**config.mk**
```make
export PLATFORM = sky130hd
export DESIGN_NAME = mem_arbiter
export DESIGN_NICKNAME = d
export VERILOG_FILES = /design/src/rtl/mem_arbiter.sv
export SDC_FILE = /design/constraint.sdc
export NUM_CORES = 1
export LEC_CHECK = 0
export ABC_AREA = 1
export CAP_MARGIN = 20
export CORE_AREA = 2 2 218 220
export CTS_BUF_LIST = sky130_fd_sc_hd__clkbuf_4
export CTS_CLUSTER_DIAMETER = 30
export DETAILED_ROUTE_END_ITERATION = 8
export DIE_AREA = 0 0 220 222
export DONT_BUFFER_PORTS = 1
export SYNTH_ARGS = -nofsm -noshare
export SYNTH_HDL_FRONTEND = slang
export SYNTH_SLANG_ARGS = --single-unit
```
**constraint.sdc**
```tcl
create_clock -name clk -period 2.3 [get_ports clk]
set_input_delay 0.69 -clock clk [delete_from_list [all_inputs] [get_ports clk]]
set_output_delay 0.69 -clock clk [all_outputs]
set_load 0.005 [all_outputs]
```
**src/rtl/mem_arbiter.sv**
```systemverilog
// Round-robin arbiter between the I-cache and D-cache refill paths for a single main-memory port.
// It runs one transaction at a time, gives a one-cycle ack and aborts stalled memory with a sticky error.
module mem_arbiter #(
  parameter int ADDR_W         = 32,
  parameter int LINE_W         = 128,
  parameter int TIMEOUT_CYCLES = 64
) (
  input  logic              clk,
  input  logic              rst,
  input  logic              ic_req,
  input  logic [ADDR_W-1:0] ic_addr,
  output logic              ic_ack,
  output logic [LINE_W-1:0] ic_rdata,
  input  logic              dc_req,
  input  logic              dc_we,
  input  logic [ADDR_W-1:0] dc_addr,
  input  logic [31:0]       dc_wdata,
  output logic              dc_ack,
  output logic [LINE_W-1:0] dc_rdata,
  output logic              mem_req,
  output logic              mem_we,
  output logic [ADDR_W-1:0] mem_addr,
  output logic [31:0]       mem_wdata,
  input  logic              mem_ready,
  input  logic [LINE_W-1:0] mem_rdata,
  output logic              grant_d,
  output logic              busy,
  output logic              mem_err
);

  localparam int CNT_W = $clog2(TIMEOUT_CYCLES + 1);
  localparam logic [CNT_W-1:0] CNT_LAST = CNT_W'(TIMEOUT_CYCLES - 1);
  localparam logic [CNT_W-1:0] CNT_MAX  = CNT_W'(TIMEOUT_CYCLES);

  typedef enum logic [1:0] {IDLE, MEM_I, MEM_D, ACK} state_t;

  state_t              state_q;
  logic                ic_ack_q, dc_ack_q, mem_req_q, mem_we_q;
  logic                last_grant_q, busy_q, mem_err_q;
  logic [ADDR_W-1:0]   mem_addr_q;
  logic [31:0]         mem_wdata_q;
  logic [LINE_W-1:0]   ic_rdata_q, dc_rdata_q;
  logic [CNT_W-1:0]    cnt_q;
  logic                timeout_hit_d;
  logic                done_d;
  logic [LINE_W-1:0]   line_d;
  logic                grant_dc_d;

  // A ready response in the limit cycle counts as a normal completion.
  assign timeout_hit_d = !mem_ready && (cnt_q == CNT_LAST);
  assign done_d        = mem_ready || timeout_hit_d;
  assign line_d        = mem_ready ? mem_rdata : '0;
  // On a tie the side that was not granted last wins.
  assign grant_dc_d    = dc_req && (!ic_req || !last_grant_q);

  always_ff @(posedge clk) begin
    if (rst) begin
      state_q      <= IDLE;
      ic_ack_q     <= 1'b0;
      dc_ack_q     <= 1'b0;
      mem_req_q    <= 1'b0;
      mem_we_q     <= 1'b0;
      mem_addr_q   <= '0;
      mem_wdata_q  <= '0;
      ic_rdata_q   <= '0;
      dc_rdata_q   <= '0;
      cnt_q        <= '0;
      last_grant_q <= 1'b0;
      busy_q       <= 1'b0;
      mem_err_q    <= 1'b0;
    end else begin
      ic_ack_q <= 1'b0;
      dc_ack_q <= 1'b0;
      case (state_q)
        IDLE: begin
          if (grant_dc_d) begin
            state_q      <= MEM_D;
            mem_req_q    <= 1'b1;
            mem_we_q     <= dc_we;
            mem_addr_q   <= dc_addr;
            mem_wdata_q  <= dc_wdata;
            last_grant_q <= 1'b1;
            cnt_q        <= '0;
            busy_q       <= 1'b1;
          end else if (ic_req) begin
            state_q      <= MEM_I;
            mem_req_q    <= 1'b1;
            mem_we_q     <= 1'b0;
            mem_addr_q   <= ic_addr;
            mem_wdata_q  <= '0;
            last_grant_q <= 1'b0;
            cnt_q        <= '0;
            busy_q       <= 1'b1;
          end
        end
        MEM_I, MEM_D: begin
          if (!mem_ready && cnt_q != CNT_MAX) begin
            cnt_q <= cnt_q + CNT_W'(1);
          end
          if (done_d) begin
            state_q   <= ACK;
            mem_req_q <= 1'b0;
            if (!mem_ready) begin
              mem_err_q <= 1'b1;
            end
            if (state_q == MEM_I) begin
              ic_ack_q   <= 1'b1;
              ic_rdata_q <= line_d;
            end else begin
              dc_ack_q <= 1'b1;
              if (!mem_we_q) begin
                dc_rdata_q <= line_d;
              end
            end
          end
        end
        ACK: begin
          state_q <= IDLE;
          busy_q  <= 1'b0;
        end
        default: begin
          state_q <= IDLE;
        end
      endcase
    end
  end

  assign ic_ack    = ic_ack_q;
  assign dc_ack    = dc_ack_q;
  assign ic_rdata  = ic_rdata_q;
  assign dc_rdata  = dc_rdata_q;
  assign mem_req   = mem_req_q;
  assign mem_we    = mem_we_q;
  assign mem_addr  = mem_addr_q;
  assign mem_wdata = mem_wdata_q;
  assign grant_d   = last_grant_q;
  assign busy      = busy_q;
  assign mem_err   = mem_err_q;

endmodule

```
==> load_flow_metrics.sql <==
INSERT INTO impl_metrics (metric_group, metric, value, unit) VALUES
('run_status', 'run_status', 'finished with violations', ''),
('run_status', 'violations', 'negative setup slack', ''),
('synthesis', 'synthesis.yosys.warnings', '0', ''),
('drt', 'final_antenna_net_count', '0', ''),
('power', 'vdd_drop_max', '0.001319', 'V'),
('run', 'cap_viol_max_count', '0', ''),
('drt', 'drt_first_iter_violations', '877', ''),
('timing', 'final_setup_violation_count', '1', ''),
('synthesis', 'synth_compound_area_share', '13.80', '%'),
('synthesis', 'syn-num-nets', '2117', ''),
('critical_path', 'critical_path.cell_chain', 'inv_1 > ha_4 > buf_12 > nand4_1 > dlygate4sd3_1 > a21oi_1', ''),
('cts', 'cts-htree-levels', '3', ''),
('place', 'placed_cells', '2339', ''),
('die', 'initial_core_util', '29.60', '%'),
('synthesis', 'synthMostInstantiatedCell', 'sky130_fd_sc_hd__nand2_1', ''),
('global_route', 'groute.usage.overall', '19.50', '%'),
('timing', 'finalMaxSlewViolations', '0', ''),
('layout', 'post_route_cells_drive_above_1_share', '8.969', '%'),
('cts', 'cts-buffers-inserted', '96', ''),
('drt', 'routed_via_density', '5.129', ''),
('critical_path', 'crit_type', 'reg -> reg', ''),
('synthesis', 'synth.mux.area_fraction', '0', '%'),
('synthesis', 'post_synth_xor_xnor_area', '0.06397', '%'),
('timing', 'worst_slack', '-3.091', 'ps'),
('cts', 'source_to_sink_clock_delay_at_the_later_pin_of_the_worst_skew_pair', '830', 'ps'),
('synthesis', 'synth_edf_count', '0', ''),
('synthesis', 'commonest_cells_in_the_synthesized_netlist', 'sky130_fd_sc_hd__nand2_1 (549), sky130_fd_sc_hd__dfxtp_1 (336), sky130_fd_sc_hd__a21oi_1 (300)', ''),
('cts', 'clk_pin_slew', '60', 'ps'),
('timing', 'timing.max_slew.rel_slack', '42.59', '%'),
('synthesis', 'cell_count_after_synthesis', '1881', ''),
('drt', 'routedWlPerCell', '18.73', 'µm'),
('critical_path', 'max_fo_critical_path', '99', ''),
('timing', 'worst_pin_slew', '861.2', 'ps'),
('drt', 'post_route_drc', '0', ''),
('timing', 'fin_crit', '2303', 'ps'),
('place', 'port_buffers', '0', ''),
('layout', 'final_cell_area', '17250', 'µm²'),
('die', 'die_area', '48840', 'µm²'),
('synthesis', 'synthesis.area', '13690', 'µm²'),
('timing', 'finalClockSkew', '53.86', 'ps'),
('drt', 'route.vias.total', '13812', ''),
('critical_path', 'worstSetupStartpointType', 'register', ''),
('synthesis', 'syn_area_per_cell', '7.278', 'µm²'),
('min_path', 'min_path_cells', '1', ''),
('cts', 'cts_tree', 'built', ''),
('synthesis', 'synthTopCellsByArea', 'sky130_fd_sc_hd__dfxtp_1 (49%), sky130_fd_sc_hd__nand2_1 (15%), sky130_fd_sc_hd__a21oi_1 (11%)', ''),
('synthesis', 'yosys_register_bits', '336', ''),
('global_route', 'initial_antenna_violation_count', '2', ''),
('critical_path', 'cp_data_arrival_time', '3050', 'ps'),
('die', 'placeableCoreArea', '46260', 'µm²'),
('place', 'post_dp_cell_area', '14080', 'µm²'),
('power', 'p_per_area', '1192', 'nW/µm²'),
('cts', 'clk_path_buf_depth', '3', ''),
('place', 'sum_of_net_half_perimeters_after_detailed_placement', '29700', 'µm'),
('timing', 'setup_total_negative_slack', '-3.091', 'ps'),
('synthesis', 'most_frequently_used_flop_master_after_synthesis', 'sky130_fd_sc_hd__dfxtp_1', ''),
('synthesis', 'post_synth_and_or_nand_nor_area_fraction', '26.92', '%'),
('critical_path', 'number_of_cells_on_the_worst_reg_to_reg_path', '6', ''),
('layout', 'stdcell_count', '2693', ''),
('timing', 'period_share', '100.1', '%'),
('synthesis', 'postSynth.asyncResetShare', '0', '%'),
('critical_path', 'worst_path_dominant_cell_family', 'buffers and inverters', ''),
('synthesis', 'synthAdderAreaFrac', '0.5483', '%'),
('min_path', 'min_path_type', 'in -> reg', ''),
('critical_path', 'critical-path-slowest-cell', 'sky130_fd_sc_hd__dlygate4sd3_1', ''),
('global_route', 'first_global_vias', '13419', ''),
('global_route', 'grt_pass1_wl', '75510', 'µm'),
('cts', 'clock-sinks', '336', ''),
('layout', 'num-fill-cells', '4766', ''),
('synthesis', 'synth_top_family_by_area', 'simple AND/OR/NAND/NOR gates', ''),
('synthesis', 'register_area_share_after_synthesis', '49.13', '%');
==> worst paths after layout <==
check	start	to
worst min register to register	ic_rdata[41]	ic_rdata[41]
worst max register to register	state_q[1]	ic_rdata[70]
worst max-delay path	state_q[1]	ic_rdata[70]
worst min-delay path	rst	cnt_q[3]
==> per-stage QoR <==
| stage | hold WS (ps) | total power [mW] | utilization, % |
|---|---|---|---|
| floorplan | 455.4 | 12.11 | - |
| global placement | 464.7 | 13.77 | 30.43 |
| detailed placement | 469.9 | 13.94 | 30.43 |
| CTS | -179.7 | 20.49 | 36.85 |
| global route | -143.5 | 21.94 | 37.29 |
| finish | 33.43 | 20.56 | 37.29 |
==> state kept, by name, summed over array words and instances, names as in the netlist, 2 cells and up <==
name and flops:
dc_rdata 128, ic_rdata 128, mem_addr 32, mem_wdata 32, cnt_q 7, state_q 2
==> cells in the final DEF (no fill, tap or decap), drive strengths merged, types with 5 or more instances in the layout <==
master       instances
a21oi              300
buf                 22
clkbuf             137
nand2              551
ha                   6
a31oi               32
inv                151
bufinv               5
dlygate4sd3        184
o21ai               36
nand3               17
nand4              183
nor2                98
clkinv              24
dfxtp              336
==> final cells by class <==
| cell class | count | area [µm²] | share of cell area [%] |
|---|---|---|---|
| Antenna cell | 1 | 2.502 | 0.01451 |
| Clock buffer | 136 | 1021 | 5.919 |
| Clock inverter | 30 | 255.2 | 1.480 |
| Inverter | 150 | 565.5 | 3.278 |
| Multi-Input combinational cell | 1226 | 5725 | 33.19 |
| Sequential cell | 336 | 6728 | 39.00 |
| Tap cell | 607 | 759.5 | 4.403 |
| Timing Repair Buffer | 207 | 2193 | 12.71 |
==> cell families (layout without fill, tap and decap cells) <==
| kind of cell | Yosys count | count (layout) |
|---|---|---|
| buffers and inverters | 319 | 523 |
| other | 0 | 1 |
| DFF | 336 | 336 |
| AOI/OAI and AO/OA | 369 | 369 |
| adders and majority gates | 6 | 6 |
| xor gates and xnor gates | 1 | 1 |
| and+or+nand+nor | 850 | 850 |
==> timing repair <==
| item | CTS | global route |
|---|---|---|
| hold buffers | 169 | 15 |
| endpoints found under the hold margin | 330 | 190 |
| setup endpoints to repair | 0 | 21 |
| gates resized for setup | 0 | 4 |
| setup buffers | 0 | 2 |
==> per-layer routing <==
| metal | up-vias | share of wire, % | track usage, % | wire length, µm |
|---|---|---|---|---|
| met5 | - | 0.022 | 0 | 11 |
| met4 | 2 | 4.2 | 11.02 | 2107 |
| met3 | 136 | 11 | 7.586 | 5509 |
| met2 | 711 | 47 | 31.83 | 23750 |
| met1 | 6436 | 38 | 21.51 | 19050 |
| li1 | 6527 | - | - | - |
==> power by group <==
part           internal [mW]  total [mW]  switching (mW)
clock network           3.28        5.90            2.62
registers               6.97        8.05            1.07
logic                   2.27        6.61            4.34
total                   12.5        20.6            8.04
Power figures use the tool's default switching activity.
